===== config.mk =====
export PLATFORM = sky130hd
export DESIGN_NAME = euler_run_sched
export DESIGN_NICKNAME = d
export VERILOG_FILES = /design/src/rtl/euler_run_sched.sv
export SDC_FILE = /design/constraint.sdc
export NUM_CORES = 1
export LEC_CHECK = 0
export ABC_AREA = 1
export ABC_CLOCK_PERIOD_IN_PS = 7200
export BUFFER_PORTS_ARGS = -buffer_cell sky130_fd_sc_hd__buf_2
export CAP_MARGIN = 20
export CORE_AREA = 2 2 122 124
export CTS_BUF_LIST = sky130_fd_sc_hd__clkbuf_4 sky130_fd_sc_hd__clkbuf_8
export DETAILED_ROUTE_END_ITERATION = 8
export DIE_AREA = 0 0 124 126
export PLACE_DENSITY = 0.79
export REMOVE_ABC_BUFFERS = 1
export SYNTH_ARGS = -nofsm -noshare
export SYNTH_HDL_FRONTEND = slang
export SYNTH_SLANG_ARGS = --single-unit
export TNS_END_PERCENT = 5

===== constraint.sdc =====
create_clock -name clk -period 7.2 [get_ports clk]
set_clock_uncertainty 0.05 [all_clocks]
set_input_delay 1.44 -clock clk [delete_from_list [all_inputs] [get_ports clk]]
set_output_delay 1.44 -clock clk [all_outputs]
set_load 0.1 [all_outputs]

===== src/rtl/euler_run_sched.sv =====
// euler_run_sched: runs a bank of solvers one at a time, timing each and emitting one result record per solver.
// Optional EULER_RUN_SCHED_SUMMARY_EN adds pass_mask / fail_count summary outputs.
module euler_run_sched #(
    parameter int N_PROB = 4,
    parameter int RES_W = 40,
    parameter int CNT_W = 32,
    parameter longint unsigned TIMEOUT = 1000000,
    parameter int RST_CYC = 2
) (
    input  logic                    clk,
    input  logic                    rst,
    input  logic                    start,
    output logic [N_PROB-1:0]       solver_rst,
    input  logic [N_PROB-1:0]       solver_done,
    input  logic [N_PROB-1:0]       solver_error,
    input  logic [N_PROB*RES_W-1:0] solver_result,
    output logic                    busy,
    output logic [3:0]              cur_idx,
    output logic                    res_valid,
    output logic [3:0]              res_idx,
    output logic [RES_W-1:0]        res_value,
    output logic [1:0]              res_status,
    output logic [CNT_W-1:0]        res_cycles,
    output logic                    all_done
`ifdef EULER_RUN_SCHED_SUMMARY_EN
    ,
    output logic [N_PROB-1:0]       pass_mask,
    output logic [4:0]              fail_count
`endif
);
    typedef enum logic [2:0] {IDLE, HOLD, RUN, REPORT, FINISH} state_t;
    state_t state, nxt;
    logic [CNT_W-1:0] cnt, cnt_nx;
    logic [N_PROB-1:0] sel;
    logic [RES_W-1:0] slice;
    logic act_done, act_err, hold_end, det, last;
    // select the active solver's signals and derive counter/detection flags
    always_comb begin
        sel = '0;
        slice = '0;
        for (int i = 0; i < N_PROB; i++)
            if (cur_idx == 4'(i)) begin
                sel[i] = 1'b1;
                slice = solver_result[i*RES_W +: RES_W];
            end
        act_done = |(solver_done & sel);
        act_err = |(solver_error & sel);
        cnt_nx = cnt + 1'b1;
        hold_end = cnt_nx == CNT_W'(RST_CYC);
        det = act_err | act_done | (cnt_nx == CNT_W'(TIMEOUT));
        last = cur_idx == 4'(N_PROB - 1);
    end
    // state register
    always_ff @(posedge clk)
        state <= rst ? IDLE : nxt;
    // next-state logic
    always_comb begin
        nxt = state;
        case (state)
            IDLE:    nxt = start ? HOLD : IDLE;
            HOLD:    nxt = hold_end ? RUN : HOLD;
            RUN:     nxt = det ? REPORT : RUN;
            REPORT:  nxt = last ? FINISH : HOLD;
            FINISH:  nxt = IDLE;
            default: nxt = IDLE;
        endcase
    end
    // outputs decoded from state: only the running solver leaves reset
    always_comb begin
        solver_rst = (state == RUN) ? ~sel : '1;
        busy = (state == HOLD) || (state == RUN) || (state == REPORT);
        res_valid = state == REPORT;
    end
    // counter, solver index, record capture and sticky completion flag
    always_ff @(posedge clk) begin
        if (rst) begin
            cnt <= '0;
            cur_idx <= '0;
            res_idx <= '0;
            res_value <= '0;
            res_status <= '0;
            res_cycles <= '0;
            all_done <= 1'b0;
`ifdef EULER_RUN_SCHED_SUMMARY_EN
            pass_mask <= '0;
            fail_count <= '0;
`endif
        end else begin
            cnt <= ((state == HOLD && !hold_end) || state == RUN) ? cnt_nx : '0;
            if (state == IDLE && start) begin
                cur_idx <= '0;
                all_done <= 1'b0;
`ifdef EULER_RUN_SCHED_SUMMARY_EN
                pass_mask <= '0;
                fail_count <= '0;
`endif
            end
            if (state == RUN && det) begin
                res_idx <= cur_idx;
                res_value <= (act_err | act_done) ? slice : '0;
                res_status <= act_err ? 2'b01 : act_done ? 2'b00 : 2'b10;
                res_cycles <= cnt_nx;
`ifdef EULER_RUN_SCHED_SUMMARY_EN
                pass_mask <= pass_mask | ((!act_err && act_done) ? sel : '0);
                fail_count <= fail_count + {4'd0, act_err | ~act_done};
`endif
            end
            if (state == REPORT && !last)
                cur_idx <= cur_idx + 4'd1;
            if (state == FINISH)
                all_done <= 1'b1;
        end
    end
endmodule


==> results of run 1 <==
==> layer usage <==
layer | GRT usage, % | wire (um)
met2 | 45.7 | 10300
met1 | 36.9 | 9610
met4 | 10.8 | 584
met5 | 0 | 0
met3 | 6.61 | 1410
==> worst max path at each step <==
| stage | end | from | slack (ps) | depth (start not counted) |
|---|---|---|---|---|
| floorplan | res_cycles[10]$_SDFFE_PP0P_ | cur_idx[1]$_SDFFE_PP0P_ | 1060 | 12 |
| global placement | res_cycles[25]$_SDFFE_PP0P_ | cur_idx[1]$_SDFFE_PP0P_ | 2630 | 14 |
| detailed placement | res_value[10]$_SDFFE_PP0P_ | cur_idx[1]$_SDFFE_PP0P_ | 3320 | 15 |
| CTS | solver_rst[1] | cur_idx[1]$_SDFFE_PP0P_ | 3080 | 7 |
| global route | res_cycles[28]$_SDFFE_PP0P_ | cur_idx[1]$_SDFFE_PP0P_ | 2790 | 15 |
| finish | solver_rst[1] | cur_idx[1]$_SDFFE_PP0P_ | 3120 | 7 |
==> worst reg2reg max path, stage by stage, from the launching register on <==
cell	delay [ps]
dfxtp_1	420
inv_1	120
ha_1	200
nand2_2	60
buf_4	510
inv_1	260
nand2_1	110
nand2_1	50
nor2_1	120
nand4_1	270
nand2_2	120
buf_4	470
nand2_4	640
nand2_1	250
nand2_1	60
nor2_1	110
==> through the flow <==
stage	power, mW	utilization, %	instances
3_5_place_dp	0.915	58.2	1535
5_1_grt	1.57	61.1	1570
4_1_cts	1.51	61.0	1567
3_3_place_gp	0.909	57.9	1533
2_1_floorplan	0.830	-	1082
6_report	1.50	61.1	1570
==> sequential cells by signal (all words and copies together) (netlist names) <==
register,count
cnt,32
all_done,1
res_value,40
res_idx,4
res_cycles,32
state,3
cur_idx,4
res_status,2
==> final cells by class <==
class	count	area (sq um)
Sequential cell	118	2360
Clock inverter	7	67.6
Multi-Input combinational cell	884	4040
Antenna cell	3	7.51
Inverter	80	300
Timing Repair Buffer	269	1400
Clock buffer	25	332
Tap cell	184	230
Fill cell	1452	5570
==> cell usage after synthesis (6+ instances only) <==
cell type and number:
nand3b_1 25, buf_6 6, clkbuf_1 34, ha_1 6
buf_2 16, dfxtp_1 118, nor2_1 215, o211ai_1 78
nand2_1 403, o21ai_0 49, nand4_1 6, inv_1 78
nand3_1 40, a21oi_1 31, buf_1 7
==> power breakdown <==
part,internal [mW],switching [mW]
clock network,0.334,0.269
registers,0.663,0.00610
logic,0.0777,0.154
==> cells in the final DEF (no fill, tap or decap), drive strengths merged, types with 31 or more instances in the layout <==
| master | count |
|---|---|
| nand3 | 40 |
| buf | 269 |
| nor2 | 223 |
| o211ai | 78 |
| a21oi | 31 |
| o21ai | 49 |
| inv | 79 |
| nand2 | 408 |
| dfxtp | 118 |
==> kinds of logic after synthesis <==
group,share of synthesized area (%)
buffers and inverters,8.61
adders and majority gates,1.07
and+or+nand+nor,41.4
AOI/OAI and AO/OA,14.9
DFF,33.8
xor gates and xnor gates,0.125
==> flow_metrics.tcl, run 1 <==
set metrics [dict create \
    status "finished, final reports clean" \
    firstDrtPassIters 5 \
    pre_cts_slack_ps 3320 \
    synth-seq-cells 118 \
    reg2reg_depth 15 \
    rr_endpoint "res_value[10]$_SDFFE_PP0P_" \
    start_util_pct 48.8 \
    fin_crit_sh_pct 56.7 \
    max_stage_delay_ps 510 \
    r2r-start "cur_idx[1]$_SDFFE_PP0P_" \
    timing.critical_path.mode_cell "inv_1" \
    setup_viol 0 \
    layout-drive-gt1-share_pct 23.1 \
    postCtsSetupBuffers 0 \
    yosys_warnings 0 \
    synthToLayoutAreaGrowth_pct 25.1 \
    place_area_sq_um 8330 \
    synth_ff_type "dfxtp_1" \
    nNetsFinal 1547 \
    maxCapViolations 0 \
    cts_root_buf "clkbuf_8" \
    synth_top_area_cell "dfxtp_1" \
    cp_max_fo 80 \
    crit_type "register to output port" \
    hold_viol 0 \
    routedWlPerCell_um 14.0 \
    synth_cell_types 28 \
    fin_area_sq_um 8740 \
    worstSetupEndpointType "output port" \
    min_path_type "register to register" \
    drtIter0Drc 507 \
    io_pins 260 \
    dieArea_sq_um 15600 \
    synth_top_area_share_pct 33.8 \
    row_count 44 \
    final.setup.worst_slack_ps 3120 \
    reg2reg_slack_ps 3300 \
    numPortBuffers 259 \
    dpl.hpwl_um 16700 \
    power_density_nw_per_um2 172 \
    clock-sinks 118 \
    synthTopCellsByArea "dfxtp_1 (34%), nand2_1 (22%), nor2_1 (12%)" \
    synth_edf_count 0 \
    antenna_found_initial 3 \
    worstPathCellList "inv_1 > ha_1 > nand2_2 > buf_4 > inv_1 > nand2_1 > buf_2" \
    slew_headroom_pct 36.4 \
    crit_arrival_ps 2590 \
    tns_ps 0 \
    core_sq_um 14300 \
    path_clk_slew_ps 70 \
    clock_path_buffers 2 \
    syn_area_sq_um 6990 \
    power.leakage_nw 4.20 \
    holdCritStartpoint "res_status[1]$_SDFFE_PP0P_" \
    die-height_um 126 \
    hold_depth 2 \
    crit_family "buffers and inverters" \
    clkLatencyLatePin_ps 440 \
    critPathRequiredTime_ps 5710 \
    grt_pass1_vias 7127 \
    drc_errors 0 \
    ir_drop_uv 97.7 \
    grt_pass1_wl_um 34600 \
    cp_slowest_cell "buf_4" \
    hold_buffers 0 \
    num_vias 8008 \
    crit_path_start_kind "register" \
    cts_tree "built" \
    period_needed_ps 4080 \
    whs_endpoint "res_status[1]$_SDFFE_PP0P_" \
    routed_wl_um 21900 \
    ys_async_sr_fraction_pct 0 \
    avgSynthCellArea_sq_um 6.10 \
    path_buf_inv 4 \
    cts_inserted_buffers 17 \
    ant_nets 0 \
    die_w_um 124 \
    gp_congestion 0.934 \
    max_slew.worst_pin.slew_ps 952 \
    whs_ps 413 \
    globalRouteTotalUtil_pct 28.4 \
    syn_inst 1145 \
    rsz0062_at_grt "false" \
    htree_levels 4 \
    slew_violations 0 \
    synth-seq-area-share_pct 33.8 \
    cts_resized 0 \
    grt_max_degree 97 \
    max_freq_ghz 0.245 \
    overflow 0 \
    avgViaCountPerCell 5.10 \
]
Note: power is estimated with default switching activity, not from simulation.
==> run 2: changes to the inputs <==
--- a/config.mk
+++ b/config.mk
@@ -6,7 +6,7 @@
 export NUM_CORES = 1
 export LEC_CHECK = 0
 export ABC_AREA = 1
-export ABC_CLOCK_PERIOD_IN_PS = 7200
+export ABC_CLOCK_PERIOD_IN_PS = 4019
 export BUFFER_PORTS_ARGS = -buffer_cell sky130_fd_sc_hd__buf_2
 export CAP_MARGIN = 20
 export CORE_AREA = 2 2 122 124
==> constraint.sdc (replaced) <==
create_clock -name clk -period 4.02 [get_ports clk]
set_clock_uncertainty 0.05 [all_clocks]
set_input_delay 0.804 -clock clk [delete_from_list [all_inputs] [get_ports clk]]
set_output_delay 0.804 -clock clk [all_outputs]
set_load 0.1 [all_outputs]
==> run 2 against run 1 <==
  * Combinational power is 76% higher
  * Sequential cell count did not move
  * Routed wire length grew 1.6%
==> flow_metrics.tcl, run 2 (synthesis gave the netlist of run 1 again) <==
set metrics [dict create \
    hold_buffers 0 \
    routed_wl_um 22300 \
    cp_slowest_cell "buf_2" \
    row_count 44 \
    worstSetupEndpointType "output port" \
    grt_max_degree 82 \
    start_util_pct 48.8 \
    drtIter0Drc 477 \
    path_clk_slew_ps 70 \
    io_pins 260 \
    cts_inserted_buffers 17 \
    timing.critical_path.mode_cell "nand2_1" \
    antenna_found_initial 1 \
    globalRouteTotalUtil_pct 29.4 \
    worstPathCellList "inv_1 > ha_1 > nand2_1 > clkinv_1 > nand2_1 > buf_2" \
    num_vias 8030 \
    n_fill_cell 1508 \
    core_sq_um 14300 \
    rsz0062_at_grt "false" \
    gp_congestion 0.933 \
    cts_resized 0 \
    crit_arrival_ps 2460 \
    holdCritStartpoint "res_status[1]$_SDFFE_PP0P_" \
    largest_registers "res_value: 40 flops, cnt: 32 flops, res_cycles: 32 flops" \
    slew_violations 0 \
    htree_levels 4 \
    numPortBuffers 259 \
    grt_pass1_vias 7315 \
    overflow 0 \
    critPathRequiredTime_ps 3170 \
    crit_path_start_kind "register" \
    die_w_um 124 \
    power.leakage_nw 4.21 \
    path_buf_inv 3 \
    top_register "res_value" \
    cts_root_buf "clkbuf_8" \
    fin_crit_sh_pct 82.4 \
    fin_area_sq_um 8740 \
    slew_headroom_pct 46.6 \
    max_stage_delay_ps 470 \
    crit_type "register to output port" \
    layout-drive-gt1-share_pct 23.1 \
    dieArea_sq_um 15600 \
    dpl.hpwl_um 16900 \
    crit_family "buffers and inverters" \
    min_path_type "register to register" \
    instances_no_fill 1568 \
    nNetsFinal 1548 \
    mostFrequentLayoutCells "nand2_1 (400), buf_2 (259), nor2_1 (215)" \
    clkLatencyLatePin_ps 450 \
    crit_path_start "cur_idx[0]$_SDFFE_PP0P_" \
    cts_tree "built" \
    numPlacedInstances 1536 \
    avgViaCountPerCell 5.12 \
    cp_max_fo 15 \
    power_density_nw_per_um2 314 \
    clock-sinks 118 \
    max_slew.worst_pin.slew_ps 801 \
    maxCapViolations 0 \
    postCtsSetupBuffers 0 \
    clock_path_buffers 2 \
    routedWlPerCell_um 14.2 \
    pre_cts_slack_ps 952 \
    status "finished, final reports clean" \
    hold_viol 0 \
    ir_drop_uv 252 \
    place_area_sq_um 8330 \
    setup_viol 0 \
    period_needed_ps 3310 \
    grt_pass1_wl_um 36100 \
    totalPowerFinal_mw 2.75 \
    die-height_um 126 \
    drc_errors 0 \
    final_common_cell "nand2_1" \
    ant_nets 0 \
    synthToLayoutAreaGrowth_pct 25.0 \
    final.setup.worst_slack_ps 706 \
    max_freq_ghz 0.302 \
    largest_reg_flops 40 \
    firstDrtPassIters 5 \
    r2r-start "cur_idx[0]$_SDFFE_PP0P_" \
]
[run 2: changes by cell type in the layout (fill, tap and decap cells not counted), sizes merged]
cell,previous run,this run
clkbuf,25,21
clkinv,4,7
bufinv,1,3
clkinvlp,3,1
diode,3,1
buf,269,270
[run 2: worst min-delay path: cells and delay by family, from the launching register on]
family	cells	cell delay, ps
AO/OA/AOI/OAI	1	50
buffers and inverters	1	50
flip-flops	1	310
[run 2: worst paths after layout]
path                            slack [ps]  depth (start not counted)                          to
worst min-delay path                   400                          2  res_status[1]$_SDFFE_PP0P_
worst max-delay path                   710                          6               solver_rst[0]
worst max register to register         920                         13  res_value[15]$_SDFFE_PP0P_
worst min register to register         400                          2  res_status[1]$_SDFFE_PP0P_
[run 2: stage by stage]
step / hold WS (ps) / TNS (ps) / util (%)
after global routing: 433 / 0 / 61.1
after floorplan: 406 / -141860 / -
final: 395 / 0 / 61.1
after detailed placement: 385 / 0 / 58.2
after global placement: 383 / 0 / 58.2
after CTS: 395 / 0 / 61.0
[run 2: routing by layer]
metal	global-route usage (%)	part of all wire, %	wire length, um
met5	0	0	0
met2	48.6	49	10800
met1	36.4	42	9280
met3	7.52	6.9	1530
met4	11.3	2.9	654
[run 2: area by class of cell]
cell class / count / area (sq um) / share of cell area (%)
Inverter: 80 / 300 / 3.44
Sequential cell: 118 / 2360 / 27.0
Timing Repair Buffer: 270 / 1390 / 15.9
Clock inverter: 10 / 128 / 1.46
Clock buffer: 21 / 283 / 3.24
Tap cell: 184 / 230 / 2.63
Antenna cell: 1 / 2.50 / 0.0286
Multi-Input combinational cell: 884 / 4040 / 46.3
[run 2: power by group]
| part | switching [mW] | internal [mW] |
|---|---|---|
| Clock | 0.482 | 0.659 |
| Combinational | 0.273 | 0.135 |
| Sequential | 0.0108 | 1.19 |
